[config.mk]
export PLATFORM = sky130hd
export DESIGN_NAME = wvb_wr_ctrl_gen2_flat
export DESIGN_NICKNAME = d
export VERILOG_FILES = /design/src/rtl/wvb_wr_ctrl_gen2_if.sv /design/src/rtl/wvb_wr_ctrl_gen2.sv /design/src/flat_wrapper.sv
export SDC_FILE = /design/constraint.sdc
export NUM_CORES = 1
export LEC_CHECK = 0
export CAP_MARGIN = 10
export CELL_PAD_IN_SITES_DETAIL_PLACEMENT = 0
export CELL_PAD_IN_SITES_GLOBAL_PLACEMENT = 1
export CORE_UTILIZATION = 39
export DETAILED_ROUTE_END_ITERATION = 7
export PLACE_DENSITY = 0.8
export SETUP_SLACK_MARGIN = 0.5
export SYNTH_ARGS = -nofsm -noshare
export SYNTH_HDL_FRONTEND = slang
export SYNTH_SLANG_ARGS = --single-unit
[constraint.sdc]
create_clock -name clk -period 9.5 [get_ports clk]
set_input_delay 1.9 -clock clk [delete_from_list [all_inputs] [get_ports clk]]
set_output_delay 1.9 -clock clk [all_outputs]
set_load 0.02 [all_outputs]
[src/rtl/wvb_wr_ctrl_gen2_if.sv]
// Waveform-buffer write controller bus: trigger/config inputs, RAM write
// port and event header. The controller attaches as slave, the driving
// logic (trigger path, register file, reader) as master.
interface wvb_wr_if #(
    parameter int P_ADR_WIDTH       = 12,
    parameter int P_LTC_WIDTH       = 48,
    parameter int P_SRC_WIDTH       = 2,
    parameter int P_PRE_CONF_WIDTH  = 5,
    parameter int P_POST_CONF_WIDTH = 8,
    parameter int P_FIX_CONF_WIDTH  = 12
);
    logic                          trig;
    logic [P_SRC_WIDTH-1:0]        trig_src;
    logic [P_LTC_WIDTH-1:0]        ltc;
    logic [P_PRE_CONF_WIDTH-1:0]   pre_config;
    logic [P_POST_CONF_WIDTH-1:0]  post_config;
    logic [P_FIX_CONF_WIDTH-1:0]   fix_config;
    logic [P_ADR_WIDTH-1:0]        max_len_config;
    logic [2**P_SRC_WIDTH-1:0]     fixed_mask;
    logic                          trig_mode;
    logic                          arm;
    logic [P_ADR_WIDTH-1:0]        rd_addr;
    logic                          overflow_clr;

    logic [P_ADR_WIDTH-1:0]        wvb_wr_addr;
    logic                          wvb_wren;
    logic                          hdr_wren;
    logic [P_LTC_WIDTH-1:0]        hdr_evt_ltc;
    logic [P_ADR_WIDTH-1:0]        hdr_start_addr;
    logic [P_ADR_WIDTH-1:0]        hdr_stop_addr;
    logic [P_ADR_WIDTH-1:0]        hdr_evt_len;
    logic [P_SRC_WIDTH-1:0]        hdr_trig_src;
    logic                          hdr_trunc;
    logic                          hdr_ovfl;
    logic [15:0]                   hdr_evt_num;
    logic                          armed;
    logic                          overflow;
    logic                          busy;

    modport slave (
        input  trig, trig_src, ltc, pre_config, post_config, fix_config,
               max_len_config, fixed_mask, trig_mode, arm, rd_addr, overflow_clr,
        output wvb_wr_addr, wvb_wren, hdr_wren, hdr_evt_ltc, hdr_start_addr,
               hdr_stop_addr, hdr_evt_len, hdr_trig_src, hdr_trunc, hdr_ovfl,
               hdr_evt_num, armed, overflow, busy
    );

    modport master (
        output trig, trig_src, ltc, pre_config, post_config, fix_config,
               max_len_config, fixed_mask, trig_mode, arm, rd_addr, overflow_clr,
        input  wvb_wr_addr, wvb_wren, hdr_wren, hdr_evt_ltc, hdr_start_addr,
               hdr_stop_addr, hdr_evt_len, hdr_trig_src, hdr_trunc, hdr_ovfl,
               hdr_evt_num, armed, overflow, busy
    );
endinterface

[src/rtl/wvb_wr_ctrl_gen2.sv]
// Second-generation waveform-buffer write controller (one per ADC channel).
// Converts triggers into one-write-per-cycle events with retrigger extension,
// max-length truncation, per-source fixed length and circular-buffer
// overflow detection against the reader pointer.
// Optional feature macro: WVB_EVT_NUM_EN (16-bit header event counter).
//
// state   | meaning
// S_IDLE  | waiting for an accepted trigger; configs sampled here
// S_WIN   | window event: pre+post samples, extended by retriggers
// S_FIXED | fixed-length event: trig ignored until end
module wvb_wr_ctrl_gen2 #(
    parameter int P_ADR_WIDTH       = 12,
    parameter int P_LTC_WIDTH       = 48,
    parameter int P_SRC_WIDTH       = 2,
    parameter int P_PRE_CONF_WIDTH  = 5,
    parameter int P_POST_CONF_WIDTH = 8,
    parameter int P_FIX_CONF_WIDTH  = 12
) (
    input logic    clk,
    input logic    rst_n,
    wvb_wr_if.slave bus
);
    // end index is one bit wider so a retrigger near max length cannot wrap
    localparam int E = P_ADR_WIDTH + 1;
    localparam int N_SRC = 2**P_SRC_WIDTH;

    typedef enum logic [1:0] {S_IDLE, S_WIN, S_FIXED} state_t;
    state_t r_state, w_state_nxt;

    logic [P_PRE_CONF_WIDTH-1:0]  r_pre;
    logic [P_POST_CONF_WIDTH-1:0] r_post;
    logic [P_FIX_CONF_WIDTH-1:0]  r_fix;
    logic [P_ADR_WIDTH-1:0]       r_max_len;
    logic [N_SRC-1:0]             r_fixed_mask;
    logic [P_ADR_WIDTH-1:0]       r_wr_addr, r_start_addr, r_k;
    logic [E-1:0]                 r_end;
    logic [P_LTC_WIDTH-1:0]       r_ltc;
    logic [P_SRC_WIDTH-1:0]       r_src;
    logic                         r_armed, r_overflow;

    logic                   w_idle, w_full, w_nearly, w_accept, w_fixed_sel;
    logic                   w_wr, w_final, w_trunc, w_max_hit, w_hdr, w_ovf_set;
    logic [P_ADR_WIDTH-1:0] w_addr_p1, w_addr_p2;
    logic [E-1:0]           w_win_len, w_k_e, w_end_eff;

    assign w_idle      = (r_state == S_IDLE);
    assign w_addr_p1   = r_wr_addr + P_ADR_WIDTH'(1);
    assign w_addr_p2   = r_wr_addr + P_ADR_WIDTH'(2);
    assign w_full      = (w_addr_p1 == bus.rd_addr);
    assign w_nearly    = (w_addr_p2 == bus.rd_addr);
    assign w_accept    = w_idle && bus.trig && !r_overflow && (!bus.trig_mode || r_armed);
    assign w_fixed_sel = r_fixed_mask[bus.trig_src];
    assign w_win_len   = E'(r_pre) + E'(r_post) - E'(1);
    assign w_k_e       = E'(r_k);
    assign w_max_hit   = (w_k_e == E'(r_max_len) - E'(1));

    // state register
    always_ff @(posedge clk or negedge rst_n) begin
        if (!rst_n) r_state <= S_IDLE;
        else        r_state <= w_state_nxt;
    end

    // next-state decode
    always_comb begin
        w_state_nxt = r_state;
        case (r_state)
            S_IDLE:  if (w_wr && !w_final) w_state_nxt = w_fixed_sel ? S_FIXED : S_WIN;
            S_WIN,
            S_FIXED: if (w_final) w_state_nxt = S_IDLE;
            default: w_state_nxt = S_IDLE;
        endcase
    end

    // write / end-index / final decode for the current cycle
    always_comb begin
        w_wr      = 1'b0;
        w_end_eff = r_end;
        case (r_state)
            S_IDLE: begin
                w_wr      = w_accept && !w_full;
                w_end_eff = w_fixed_sel ? (E'(r_fix) - E'(1)) : w_win_len;
            end
            S_WIN: begin
                w_wr = 1'b1;
                if (bus.trig) w_end_eff = w_k_e + w_win_len;
            end
            S_FIXED: w_wr = 1'b1;
            default: w_wr = 1'b0;
        endcase
        w_final = w_wr && (w_nearly || w_max_hit || (w_k_e == w_end_eff));
        w_trunc = w_wr && !w_nearly && w_max_hit && (w_end_eff > w_k_e);
    end

    assign w_hdr     = w_final && rst_n;
    assign w_ovf_set = (w_accept && w_full) || (w_wr && w_nearly);

    // event datapath, config capture, arm and overflow flags
    always_ff @(posedge clk or negedge rst_n) begin
        if (!rst_n) begin
            r_pre <= '0; r_post <= '0; r_fix <= '0; r_max_len <= '0; r_fixed_mask <= '0;
            r_wr_addr <= '0; r_start_addr <= '0; r_k <= '0; r_end <= '0;
            r_ltc <= '0; r_src <= '0; r_armed <= 1'b0; r_overflow <= 1'b0;
        end else begin
            // configs stay frozen from the accepting cycle to the final write
            if (w_idle && !w_wr) begin
                r_pre     <= (bus.pre_config < P_PRE_CONF_WIDTH'(3)) ? P_PRE_CONF_WIDTH'(3) : bus.pre_config;
                r_post    <= (bus.post_config < P_POST_CONF_WIDTH'(2)) ? P_POST_CONF_WIDTH'(2) : bus.post_config;
                r_fix     <= (bus.fix_config < P_FIX_CONF_WIDTH'(3)) ? P_FIX_CONF_WIDTH'(3) : bus.fix_config;
                r_max_len <= (bus.max_len_config < P_ADR_WIDTH'(8)) ? P_ADR_WIDTH'(8) : bus.max_len_config;
                r_fixed_mask <= bus.fixed_mask;
            end
            if (w_wr) begin
                // a nearly-full write lands on rd_addr-2, so +1 leaves it at rd_addr-1
                r_wr_addr <= w_addr_p1;
                r_end     <= w_end_eff;
                r_k       <= w_final ? '0 : r_k + P_ADR_WIDTH'(1);
            end
            if (w_idle && w_wr) begin
                r_start_addr <= r_wr_addr;
                r_ltc        <= bus.ltc;
                r_src        <= bus.trig_src;
            end
            r_armed    <= bus.arm ? 1'b1 : (w_final ? 1'b0 : r_armed);
            r_overflow <= w_ovf_set ? 1'b1 : (bus.overflow_clr ? 1'b0 : r_overflow);
        end
    end

    assign bus.wvb_wr_addr    = r_wr_addr;
    assign bus.wvb_wren       = w_wr && rst_n;
    assign bus.hdr_wren       = w_hdr;
    // a first write can also be final (nearly full), so take live values in S_IDLE
    assign bus.hdr_evt_ltc    = w_hdr ? (w_idle ? bus.ltc : r_ltc) : '0;
    assign bus.hdr_start_addr = w_hdr ? (w_idle ? r_wr_addr : r_start_addr) : '0;
    assign bus.hdr_trig_src   = w_hdr ? (w_idle ? bus.trig_src : r_src) : '0;
    assign bus.hdr_stop_addr  = w_hdr ? r_wr_addr : '0;
    assign bus.hdr_evt_len    = w_hdr ? (r_k + P_ADR_WIDTH'(1)) : '0;
    assign bus.hdr_trunc      = w_hdr && w_trunc;
    assign bus.hdr_ovfl       = w_hdr && w_nearly;
    assign bus.armed          = r_armed;
    assign bus.overflow       = r_overflow;
    assign bus.busy           = !w_idle;

`ifdef WVB_EVT_NUM_EN
    logic [15:0] r_evt_num;

    // event sequence number advances after each header, wrapping at 16 bits
    always_ff @(posedge clk or negedge rst_n) begin
        if (!rst_n)       r_evt_num <= '0;
        else if (w_final) r_evt_num <= r_evt_num + 16'd1;
    end

    assign bus.hdr_evt_num = w_hdr ? r_evt_num : '0;
`else
    assign bus.hdr_evt_num = '0;
`endif
endmodule
[src/flat_wrapper.sv]
// flat-port wrapper written by rule: the top's interface ports become plain ports
module wvb_wr_ctrl_gen2_flat 
#(
    parameter int P_ADR_WIDTH       = 12,
    parameter int P_LTC_WIDTH       = 48,
    parameter int P_SRC_WIDTH       = 2,
    parameter int P_PRE_CONF_WIDTH  = 5,
    parameter int P_POST_CONF_WIDTH = 8,
    parameter int P_FIX_CONF_WIDTH  = 12
)
  (clk, rst_n, bus_trig, bus_trig_src, bus_ltc, bus_pre_config, bus_post_config, bus_fix_config, bus_max_len_config, bus_fixed_mask, bus_trig_mode, bus_arm, bus_rd_addr, bus_overflow_clr, bus_wvb_wr_addr, bus_wvb_wren, bus_hdr_wren, bus_hdr_evt_ltc, bus_hdr_start_addr, bus_hdr_stop_addr, bus_hdr_evt_len, bus_hdr_trig_src, bus_hdr_trunc, bus_hdr_ovfl, bus_hdr_evt_num, bus_armed, bus_overflow, bus_busy);
  wvb_wr_if #(.P_ADR_WIDTH(P_ADR_WIDTH), .P_LTC_WIDTH(P_LTC_WIDTH), .P_SRC_WIDTH(P_SRC_WIDTH), .P_PRE_CONF_WIDTH(P_PRE_CONF_WIDTH), .P_POST_CONF_WIDTH(P_POST_CONF_WIDTH), .P_FIX_CONF_WIDTH(P_FIX_CONF_WIDTH)) bus_i ();
  input logic clk;
  input logic rst_n;
  input wire logic [$bits(bus_i.trig)-1:0] bus_trig;
  input wire logic [$bits(bus_i.trig_src)-1:0] bus_trig_src;
  input wire logic [$bits(bus_i.ltc)-1:0] bus_ltc;
  input wire logic [$bits(bus_i.pre_config)-1:0] bus_pre_config;
  input wire logic [$bits(bus_i.post_config)-1:0] bus_post_config;
  input wire logic [$bits(bus_i.fix_config)-1:0] bus_fix_config;
  input wire logic [$bits(bus_i.max_len_config)-1:0] bus_max_len_config;
  input wire logic [$bits(bus_i.fixed_mask)-1:0] bus_fixed_mask;
  input wire logic [$bits(bus_i.trig_mode)-1:0] bus_trig_mode;
  input wire logic [$bits(bus_i.arm)-1:0] bus_arm;
  input wire logic [$bits(bus_i.rd_addr)-1:0] bus_rd_addr;
  input wire logic [$bits(bus_i.overflow_clr)-1:0] bus_overflow_clr;
  output wire logic [$bits(bus_i.wvb_wr_addr)-1:0] bus_wvb_wr_addr;
  output wire logic [$bits(bus_i.wvb_wren)-1:0] bus_wvb_wren;
  output wire logic [$bits(bus_i.hdr_wren)-1:0] bus_hdr_wren;
  output wire logic [$bits(bus_i.hdr_evt_ltc)-1:0] bus_hdr_evt_ltc;
  output wire logic [$bits(bus_i.hdr_start_addr)-1:0] bus_hdr_start_addr;
  output wire logic [$bits(bus_i.hdr_stop_addr)-1:0] bus_hdr_stop_addr;
  output wire logic [$bits(bus_i.hdr_evt_len)-1:0] bus_hdr_evt_len;
  output wire logic [$bits(bus_i.hdr_trig_src)-1:0] bus_hdr_trig_src;
  output wire logic [$bits(bus_i.hdr_trunc)-1:0] bus_hdr_trunc;
  output wire logic [$bits(bus_i.hdr_ovfl)-1:0] bus_hdr_ovfl;
  output wire logic [$bits(bus_i.hdr_evt_num)-1:0] bus_hdr_evt_num;
  output wire logic [$bits(bus_i.armed)-1:0] bus_armed;
  output wire logic [$bits(bus_i.overflow)-1:0] bus_overflow;
  output wire logic [$bits(bus_i.busy)-1:0] bus_busy;
  assign bus_i.trig = bus_trig;
  assign bus_i.trig_src = bus_trig_src;
  assign bus_i.ltc = bus_ltc;
  assign bus_i.pre_config = bus_pre_config;
  assign bus_i.post_config = bus_post_config;
  assign bus_i.fix_config = bus_fix_config;
  assign bus_i.max_len_config = bus_max_len_config;
  assign bus_i.fixed_mask = bus_fixed_mask;
  assign bus_i.trig_mode = bus_trig_mode;
  assign bus_i.arm = bus_arm;
  assign bus_i.rd_addr = bus_rd_addr;
  assign bus_i.overflow_clr = bus_overflow_clr;
  assign bus_wvb_wr_addr = bus_i.wvb_wr_addr;
  assign bus_wvb_wren = bus_i.wvb_wren;
  assign bus_hdr_wren = bus_i.hdr_wren;
  assign bus_hdr_evt_ltc = bus_i.hdr_evt_ltc;
  assign bus_hdr_start_addr = bus_i.hdr_start_addr;
  assign bus_hdr_stop_addr = bus_i.hdr_stop_addr;
  assign bus_hdr_evt_len = bus_i.hdr_evt_len;
  assign bus_hdr_trig_src = bus_i.hdr_trig_src;
  assign bus_hdr_trunc = bus_i.hdr_trunc;
  assign bus_hdr_ovfl = bus_i.hdr_ovfl;
  assign bus_hdr_evt_num = bus_i.hdr_evt_num;
  assign bus_armed = bus_i.armed;
  assign bus_overflow = bus_i.overflow;
  assign bus_busy = bus_i.busy;
  wvb_wr_ctrl_gen2 #(.P_ADR_WIDTH(P_ADR_WIDTH), .P_LTC_WIDTH(P_LTC_WIDTH), .P_SRC_WIDTH(P_SRC_WIDTH), .P_PRE_CONF_WIDTH(P_PRE_CONF_WIDTH), .P_POST_CONF_WIDTH(P_POST_CONF_WIDTH), .P_FIX_CONF_WIDTH(P_FIX_CONF_WIDTH)) u_core (.clk(clk), .rst_n(rst_n), .bus(bus_i));
endmodule
==> flow_summary.yaml <==
clock_network:
  path_clk_slew_ns: 0.07
  cts_made_buffers: 17
  cts_hold_buf: 0
  cts-root-buf: "clkbuf_16"
  clockBufferDepth: 2
  cts-htree-levels: 4
  cts_sinks: 144
  clkLatencyLatePin_ns: 0.43
  cts_tree: "built"
routing:
  ant_nets: 0
  drc: 0
  postRouteWirelength_um: 29600
  drt_iter0_markers: 558
  wl_per_cell_um: 18.4
  viasPerCell: 5.47
  vias: 8827
  drt_first_pass_iters: 5
floorplanning:
  die_area_um2: 26600
  start_util: 0.400
  die_h_um: 163
  coreArea_um2: 25300
  rows: 58
  die_w_um: 163
  ios: 230
placed_design:
  gp_congestion: 0.900
  port_buffers: 213
  dpl.cell_count: 1570
  place_hpwl_um: 21100
  dpl_cell_area_um2: 12400
synthesis:
  ys_top_cells_by_area: "dfrtp_1, mux2_2, mux2i_1"
  synth_top_family_by_area: "multiplexers"
  ys_ff_latch: 144
  muxShareOfSynthArea: 0.182
  synth_edf_count: 0
  yosysSeqAreaShare: 0.356
  synth.distinct_cells: 74
  yosysWarnings: 0
  yosys.area_share.simple: 0.167
  syn_inst: 1080
  synth_top_flop_cell: "dfrtp_1"
  synth_fa_ha_area_frac: 0.0556
  synth_xor_area_frac: 0.0595
  synth_area_um2: 10100
  synth.largest_area_cell: "dfrtp_1"
  async_flop_share: 1.00
  synth_compound_area_frac: 0.126
  yosysTopAreaCellShare: 0.356
  syn-mean-instance-area_um2: 9.38
setup_path:
  end_kind: "output pin"
  crit_chain: "ha_1 -> fa_1 -> a211oi_2 -> o21bai_1 -> a221o_1 -> xnor2_1 -> xnor2_1 -> ha_2 -> nor3_1 -> o21a_1 -> o41ai_4 -> a211oi_1 -> a41oi_1 -> a21oi_1 -> or3b_2 -> ha_1 -> nand3_1 -> nor4_2 -> o2111ai_2 -> a21oi_4 -> o21ai_4 -> buf_4 -> nor2_1 -> clkdlybuf4s50_1"
  slowest_delay_ns: 0.61
  cp-start-kind: "register"
  crit_family: "compound AO/OA/AOI/OAI gates"
  slowest_stage: "clkdlybuf4s50_1"
  crit_path_max_fanout: 21
  required_ns: 7.60
  arrival_ns: 6.88
  crit_type: "reg -> out"
  crit_buf_inv: 2
final_layout:
  n_antenna_cell: 0
  drive_gt1_frac: 0.114
  fin_util: 0.529
  nNetsFinal: 1422
  final_cells: 1613
  syn_to_final_growth_pct: 32.4
  stdcell_area_um2: 13400
sta:
  fin_crit_ns: 8.78
  setup_viol: 0
  post-route-period-util: 0.925
  fin_setup_tns_ns: 0
  slew_viol_final: 0
  worst_pin_slew_ns: 0.949
  fin_worst_skew_ns: 0.0129
  fmax_ghz: 0.114
  finalHoldViolations: 0
  relSlewSlack: 0.367
  rsz0062_at_grt: "yes"
grt:
  antenna_found_initial: 0
  grt_usage: 0.225
  first_global_vias: 8614
  grt_pass1_wl_um: 46800
  grt_overflow_total: 0
  grt_max_degree: 83
power:
  vdd_drop_max_uv: 239
  powerDensity_nw_per_um2: 374
  power_leakage_nw: 6.97
  power_mw: 5.01
job:
  timing.max_cap.violations: 0
hold_path:
  hold_path.class: "reg -> reg"
status:
  status: "completed"
## final cells by class
cell class / instances / area [um^2]
Clock inverter: 15 / 190
Clock buffer: 17 / 425
Timing Repair Buffer: 231 / 2460
Tap cell: 330 / 413
Sequential cell: 144 / 3600
Inverter: 39 / 151
Fill cell: 2322 / 11900
Multi-Input combinational cell: 837 / 6160
## cell families after synthesis
kind of cell | after synthesis
adder cells (fa/ha/maj) | 44
buffers and inverters | 116
AO/OA/AOI/OAI | 189
flip-flops | 144
multiplexers | 170
XOR/XNOR | 68
AND/OR/NAND/NOR | 348
other | 1
## flip-flops by register name (all words and copies together), names as in the netlist
signal,flops
u_core.r_ltc,48
u_core.r_post,8
u_core.r_src,2
u_core.bus.armed,1
u_core.r_start_addr,12
u_core.r_k,12
u_core.r_pre,5
u_core.r_max_len,12
u_core.r_fix,12
u_core.bus.wvb_wr_addr,12
u_core.bus.overflow,1
u_core.r_end,13
u_core.r_fixed_mask,4
u_core.r_state,2
## power by group
group / internal (mW) / total, mW / switching [mW]
sequential: 0.905 / 1.22 / 0.312
clock: 0.380 / 0.706 / 0.326
combinational: 1.39 / 3.09 / 1.70
## path summary, 6_finish.rpt
kind	from	end	slack, ns	depth (start not counted)
max	u_core.r_post[0]	bus_hdr_evt_ltc[9]	0.72	24
min	u_core.r_end[1]	u_core.r_end[1]	0.49	2
max reg2reg	u_core.r_post[0]	u_core.r_k[10]	3.36	22
min reg2reg	u_core.r_end[1]	u_core.r_end[1]	0.49	2
max in group asynchronous	rst_n	u_core.r_ltc[11]	6.58	2
min in group asynchronous	rst_n	u_core.bus.wvb_wr_addr[6]	1.53	1
## tightest hold or removal path: cells and delay by family (launching register included)
family           cells  cell delay (ns)
DFF                  1             0.35
and+or+nand+nor      2             0.11
## synth_stat cells (9+ instances only)
cell      instances
a31oi_1          12
inv_1            38
a21oi_1          43
xor2_1           33
buf_2            18
ha_1             41
mux2i_1          69
nand2b_1         13
nand3_1          34
o22ai_1          10
xnor2_1          34
nor4_1           14
nor2_1          108
mux2_1           32
nand4_1          17
and2_1           17
o211ai_1          9
nand2_1          73
mux2_2           68
nor3_1           25
buf_4            22
clkbuf_1         35
o21ai_0          39
dfrtp_1         144
## through the flow
| step | hold WS [ns] | setup slack (ns) |
|---|---|---|
| global route | 0.516 | 0.256 |
| detailed placement | 0.468 | 0.504 |
| global placement | 0.461 | 0.654 |
| floorplan | 0.446 | 1.77 |
| finish | 0.489 | 0.716 |
| CTS | 0.484 | 0.538 |
## metal layers
layer  wire length, um  track usage  vias up  share of wire
li1                  -            -     4257              -
met1             13600        0.313     4233           0.46
met2             13600        0.346      300           0.46
met3              1870       0.0470       37          0.063
met4               591       0.0714        0          0.020
met5                 0            0        -              0
## layout by cell type (no fill, tap or decap), drive strengths merged, types with 35 or more instances in the layout
cell,netlist,routed
mux2,100,100
o21ai,40,42
nand2,74,74
mux2i,69,69
clkdlybuf4s50,0,133
nor2,108,108
xnor2,35,35
ha,41,41
a21oi,44,44
dfrtp,144,144
dlymetal6s2s,0,77
inv,39,46
## timing repair
action                                  CTS  global route
pin swaps                                 1             4
endpoints found under the hold margin     0             0
resized for setup                         2            92
buffers inserted                          1             8
endpoints found under the setup margin   87            88
gates cloned                              1             1
No activity file was read; power rests on OpenSTA's default activity.
